File: config.mk
export PLATFORM = sky130hd
export DESIGN_NAME = dcr_bank
export DESIGN_NICKNAME = d
export VERILOG_FILES = /design/src/rtl/dcr_bank.sv
export SDC_FILE = /design/constraint.sdc
export NUM_CORES = 1
export LEC_CHECK = 0
export CAP_MARGIN = 20
export CELL_PAD_IN_SITES_DETAIL_PLACEMENT = 1
export CELL_PAD_IN_SITES_GLOBAL_PLACEMENT = 1
export CORE_MARGIN = 1
export CORE_UTILIZATION = 37
export CTS_CLUSTER_DIAMETER = 60
export DETAILED_ROUTE_END_ITERATION = 10
export GPL_ROUTABILITY_DRIVEN = 0
export GPL_TIMING_DRIVEN = 0
export PLACE_DENSITY = 0.95
export SLEW_MARGIN = 5
export SYNTH_ARGS = -nofsm -noshare
export SYNTH_HDL_FRONTEND = slang
export SYNTH_SLANG_ARGS = --single-unit
File: constraint.sdc
create_clock -name clk -period 4.4 [get_ports clk]
set_input_delay 1.1 -clock clk [delete_from_list [all_inputs] [get_ports clk]]
set_output_delay 1.1 -clock clk [all_outputs]
set_load 0.03 [all_outputs]
File: src/rtl/dcr_bank.sv
// dcr_bank: host-addressable device control register bank with a kernel
// launch handshake toward the dispatcher.
// Registers: 0 THREAD_COUNT, 1 PROGRAM_BASE, 2 DATA_BASE, 3 CTRL.
// Optional feature macro: DCR_WRITE_ERR_EN adds a sticky err_flag (CTRL bit3)
// that records writes dropped while a kernel is in flight.
module dcr_bank #(
    parameter int DATA_WIDTH = 8,
    parameter int ADDR_BITS  = 2
) (
    input  logic                  clk,
    input  logic                  reset,
    input  logic                  device_control_write_enable,
    input  logic                  device_control_read_enable,
    input  logic [ADDR_BITS-1:0]  device_control_addr,
    input  logic [DATA_WIDTH-1:0] device_control_data,
    output logic [DATA_WIDTH-1:0] device_control_read_data,
    output logic [DATA_WIDTH-1:0] thread_count,
    output logic [DATA_WIDTH-1:0] program_base,
    output logic [DATA_WIDTH-1:0] data_base,
    output logic                  start,
    input  logic                  start_ack,
    input  logic                  done,
    output logic                  busy
);

    typedef enum logic [1:0] {
        IDLE   = 2'd0,
        LAUNCH = 2'd1,
        RUN    = 2'd2
    } state_t;

    state_t                state_q, state_d;
    logic [DATA_WIDTH-1:0] thread_count_q;
    logic [DATA_WIDTH-1:0] program_base_q;
    logic [DATA_WIDTH-1:0] data_base_q;
    logic [DATA_WIDTH-1:0] read_data_q;
    logic [DATA_WIDTH-1:0] read_mux;
    logic [DATA_WIDTH-1:0] ctrl_word;
    logic                  done_flag_q;
    logic                  err_flag;

    logic sel_tc, sel_pb, sel_db, sel_ctrl;
    logic wr_ctrl, go_req, done_set, clr_done;

    // Full-width address decode so addresses 4 and above hit nothing.
    assign sel_tc   = (device_control_addr == ADDR_BITS'(0));
    assign sel_pb   = (device_control_addr == ADDR_BITS'(1));
    assign sel_db   = (device_control_addr == ADDR_BITS'(2));
    assign sel_ctrl = (device_control_addr == ADDR_BITS'(3));

    assign wr_ctrl  = device_control_write_enable && sel_ctrl;
    assign go_req   = wr_ctrl && device_control_data[0];
    assign clr_done = wr_ctrl && device_control_data[1];
    // Completion can arrive together with the ack, skipping RUN entirely.
    assign done_set = done && ((state_q == RUN) || ((state_q == LAUNCH) && start_ack));

    // Next-state logic for the launch handshake.
    always_comb begin
        state_d = state_q;
        case (state_q)
            IDLE: begin
                if (go_req && (thread_count_q != '0)) state_d = LAUNCH;
            end
            LAUNCH: begin
                if (start_ack) state_d = done ? IDLE : RUN;
            end
            RUN: begin
                if (done) state_d = IDLE;
            end
            default: state_d = IDLE;
        endcase
    end

    // State register.
    always_ff @(posedge clk) begin
        if (reset) state_q <= IDLE;
        else       state_q <= state_d;
    end

    // Configuration registers, writable only while no kernel is in flight.
    always_ff @(posedge clk) begin
        if (reset) begin
            thread_count_q <= '0;
            program_base_q <= '0;
            data_base_q    <= '0;
        end else if (device_control_write_enable && (state_q == IDLE)) begin
            if (sel_tc) thread_count_q <= device_control_data;
            if (sel_pb) program_base_q <= device_control_data;
            if (sel_db) data_base_q    <= device_control_data;
        end
    end

    // Sticky completion flag; a completion in the same cycle beats the clear.
    always_ff @(posedge clk) begin
        if (reset)         done_flag_q <= 1'b0;
        else if (done_set) done_flag_q <= 1'b1;
        else if (clr_done) done_flag_q <= 1'b0;
    end

`ifdef DCR_WRITE_ERR_EN
    logic err_flag_q;
    logic err_set, err_clr;

    assign err_set = (state_q != IDLE) && device_control_write_enable &&
                     (sel_tc || sel_pb || sel_db || (sel_ctrl && device_control_data[0]));
    assign err_clr = wr_ctrl && device_control_data[3];

    // Sticky error flag recording writes dropped while busy.
    always_ff @(posedge clk) begin
        if (reset)        err_flag_q <= 1'b0;
        else if (err_set) err_flag_q <= 1'b1;
        else if (err_clr) err_flag_q <= 1'b0;
    end

    assign err_flag = err_flag_q;
`else
    assign err_flag = 1'b0;
`endif

    // CTRL status view assembled from live state.
    always_comb begin
        ctrl_word    = '0;
        ctrl_word[1] = (state_q != IDLE);
        ctrl_word[2] = done_flag_q;
        ctrl_word[3] = err_flag;
    end

    // Read multiplexer; unimplemented addresses return zero.
    always_comb begin
        read_mux = '0;
        if (sel_tc)   read_mux = thread_count_q;
        if (sel_pb)   read_mux = program_base_q;
        if (sel_db)   read_mux = data_base_q;
        if (sel_ctrl) read_mux = ctrl_word;
    end

    // Registered read-back; holds until the next read strobe.
    always_ff @(posedge clk) begin
        if (reset)                           read_data_q <= '0;
        else if (device_control_read_enable) read_data_q <= read_mux;
    end

    assign device_control_read_data = read_data_q;
    assign thread_count             = thread_count_q;
    assign program_base             = program_base_q;
    assign data_base                = data_base_q;
    assign start                    = (state_q == LAUNCH);
    assign busy                     = (state_q != IDLE);

endmodule

==> impl_metrics.toml <==
[grt]
grt-ovfl-total = 0
track_usage_pct = 21.9
grt_max_degree = 11
antenna_found_initial = 0
grt_pass1_wl_um = 7000
grt_pass1_vias = 1442

[routing]
vias = 1461
top_layer_used = "met4"
drc = 0
vias_per_cell = 5.27
drt-initial-drc-count = 69
ant_nets = 0
met1_length_um = 2000
wl_met3_um = 236
drtPass1Iterations = 4
finalWirelength_um = 4670
wl_per_cell_um = 16.9
wl_met2_um = 2380

[power]
peakVddDrop_v = 0.000184
switching_share_pct = 27.8
clockPowerShare_pct = 33.0
power_density_nw_per_um2 = 305
p_seq_share_pct = 49.4
intPower_mw = 0.494
combPwrFrac_pct = 17.7
power.leakage_nw = 0.837
p_sw_mw = 0.190
fin_total_pwr_mw = 0.684

[clock_tree]
post_cts_resized = 0
cts_made_buffers = 5
cts_tree = "built"
cts_sinks = 35
clk_latency_ns = 0.29
cts_hold_buf = 0
clk_pin_slew_ns = 0.07
clk_path_buf_depth = 2
cts_root_buffer = "clkbuf_8"
htree_levels = 2
postCtsSetupBuffers = 0

[die]
rows = 23
dieHeight_um = 67.9
die_w_um = 67.9
num_io_pins = 50
die_area_um2 = 4610
start_util_pct = 39.3
design.core.area_um2 = 4090

[hold_path]
hold_path.startpoint = "done_flag_q"
hp-class = "flop to flop"

[worst_setup_path]
r2r_end = "thread_count[1]"
crit_path_start = "state_q[0]"
crit_type = "flop to output pin"
ff2ff_path_depth = 4
crit_fanout = 6
cp-start-kind = "flop"
ff2ff_setup_slack_ns = 2.73
rr_startpoint = "state_q[0]"
arrival_ns = 1.62
critPathRequiredTime_ns = 3.30
crit_end = "start"
end_kind = "output pin"

[yosys]
synth.top_cell.area_share_pct = 43.6
syn_avg_cell_area_um2 = 9.45
synth_enable_flop_cells = 0
synth-seq-cells = 35
synth.distinct_cells = 27
syn_nets = 186
syn_area_um2 = 1610
synthFlopType = "dfxtp_1"
synthTopCellsByArea = "dfxtp_1, mux2i_1, nand2b_1"
synth_largest_area_cell = "dfxtp_1"
synth_seq_area_share_pct = 43.6
synth_cells = 170
yosys_warnings = 0
async_flop_share_pct = 0

[finish]
final_common_cell = "clkdlybuf4s50_1"
drive_above_1_share_pct = 8.81
final_nets = 242
diodes = 0
fin_util_pct = 54.8
final_cell_mix = "clkdlybuf4s50_1, dfxtp_1, nand2b_1"
synthToLayoutAreaGrowth_pct = 39.5

[flow_run]
cap_violations = 0

[placed_design]
io_buffers = 49
hpwl_um = 3490

[outcome]
status = "finished, final reports clean"

[sta]
setup-tns-final_ns = 0
skew_ns = 0.00464
worst_pin_slew_ns = 0.590
min_period_ns = 2.72
grt_setup_unrepaired = "false"
slew_headroom_pct = 60.5
setup_viol = 0
finalCritPeriodShare_pct = 61.7
max_freq_mhz = 368
final-max-slew-violation-count = 0
finalHoldViolCount = 0
## critical path: stages (launching register included)
cell	delay (ns)
dfxtp_1	0.42
nor2b_1	0.21
clkdlybuf4s50_1	0.70
## cell usage after synthesis, drive strengths merged (3+ instances only)
cell and count:
nand2b 25, nand3 9, a311oi 6, nor3 3, clkbuf 7, nor2 11
buf 3, mux2i 23, a21oi 9, o21ai 10, or2 7, dfxtp 35
nand2 7
## registers in the layout, indices dropped and copies added, names as in the netlist
signal                    count
data_base                     8
device_control_read_data      8
done_flag_q                   1
program_base                  8
state_q                       2
thread_count                  8
## how the worst min path moves through the flow
stage	end	slack (ns)	depth (start not counted)
after floorplan	done_flag_q	0.45	2
after global placement	done_flag_q	0.47	2
after detailed placement	done_flag_q	0.48	2
after CTS	done_flag_q	0.49	2
after global routing	device_control_read_data[6]	0.51	2
final	done_flag_q	0.49	2
## layer usage
layer  global-route usage (%)  up-vias
li1                         -      700
met1                     23.8      710
met2                     40.2       46
met3                     6.83        5
met4                     6.51        0
met5                        0        -
## power by group through the flow
stage | clock [mW] | combinational, mW | sequential (mW)
after CTS | 0.228 | 0.122 | 0.338
final | 0.226 | 0.121 | 0.338
after global routing | 0.242 | 0.129 | 0.339
after floorplan | 0 | 0.0454 | 0.365
after global placement | 0 | 0.118 | 0.344
after detailed placement | 0 | 0.121 | 0.345
## logic make-up (layout without fill, tap and decap cells)
family	after synthesis	after routing	synth area share, %
and+or+nand+nor	71	71	25.5
DFF	35	35	43.6
AOI/OAI and AO/OA	27	27	10.2
muxes	25	25	17.1
buffers and inverters	12	69	3.58
## cell type report
cell class	count	area (µm²)
Clock inverter	1	5.00
Tap cell	50	62.6
Fill cell	500	1850
Multi-Input combinational cell	123	848
Inverter	2	7.51
Sequential cell	35	701
Timing Repair Buffer	49	490
Buffer	10	50.0
Clock buffer	7	76.3
## metrics by stage
stage / cells / setup slack, ns / hold slack, ns / instance area [µm²]
floorplan: 170 / 2.20 / 0.451 / 1610
global placement: 269 / 1.49 / 0.466 / 2160
detailed placement: 269 / 1.51 / 0.480 / 2160
CTS: 277 / 1.69 / 0.490 / 2240
global route: 277 / 1.64 / 0.511 / 2240
finish: 277 / 1.68 / 0.494 / 2240
Note: power is estimated with default switching activity, not from simulation.
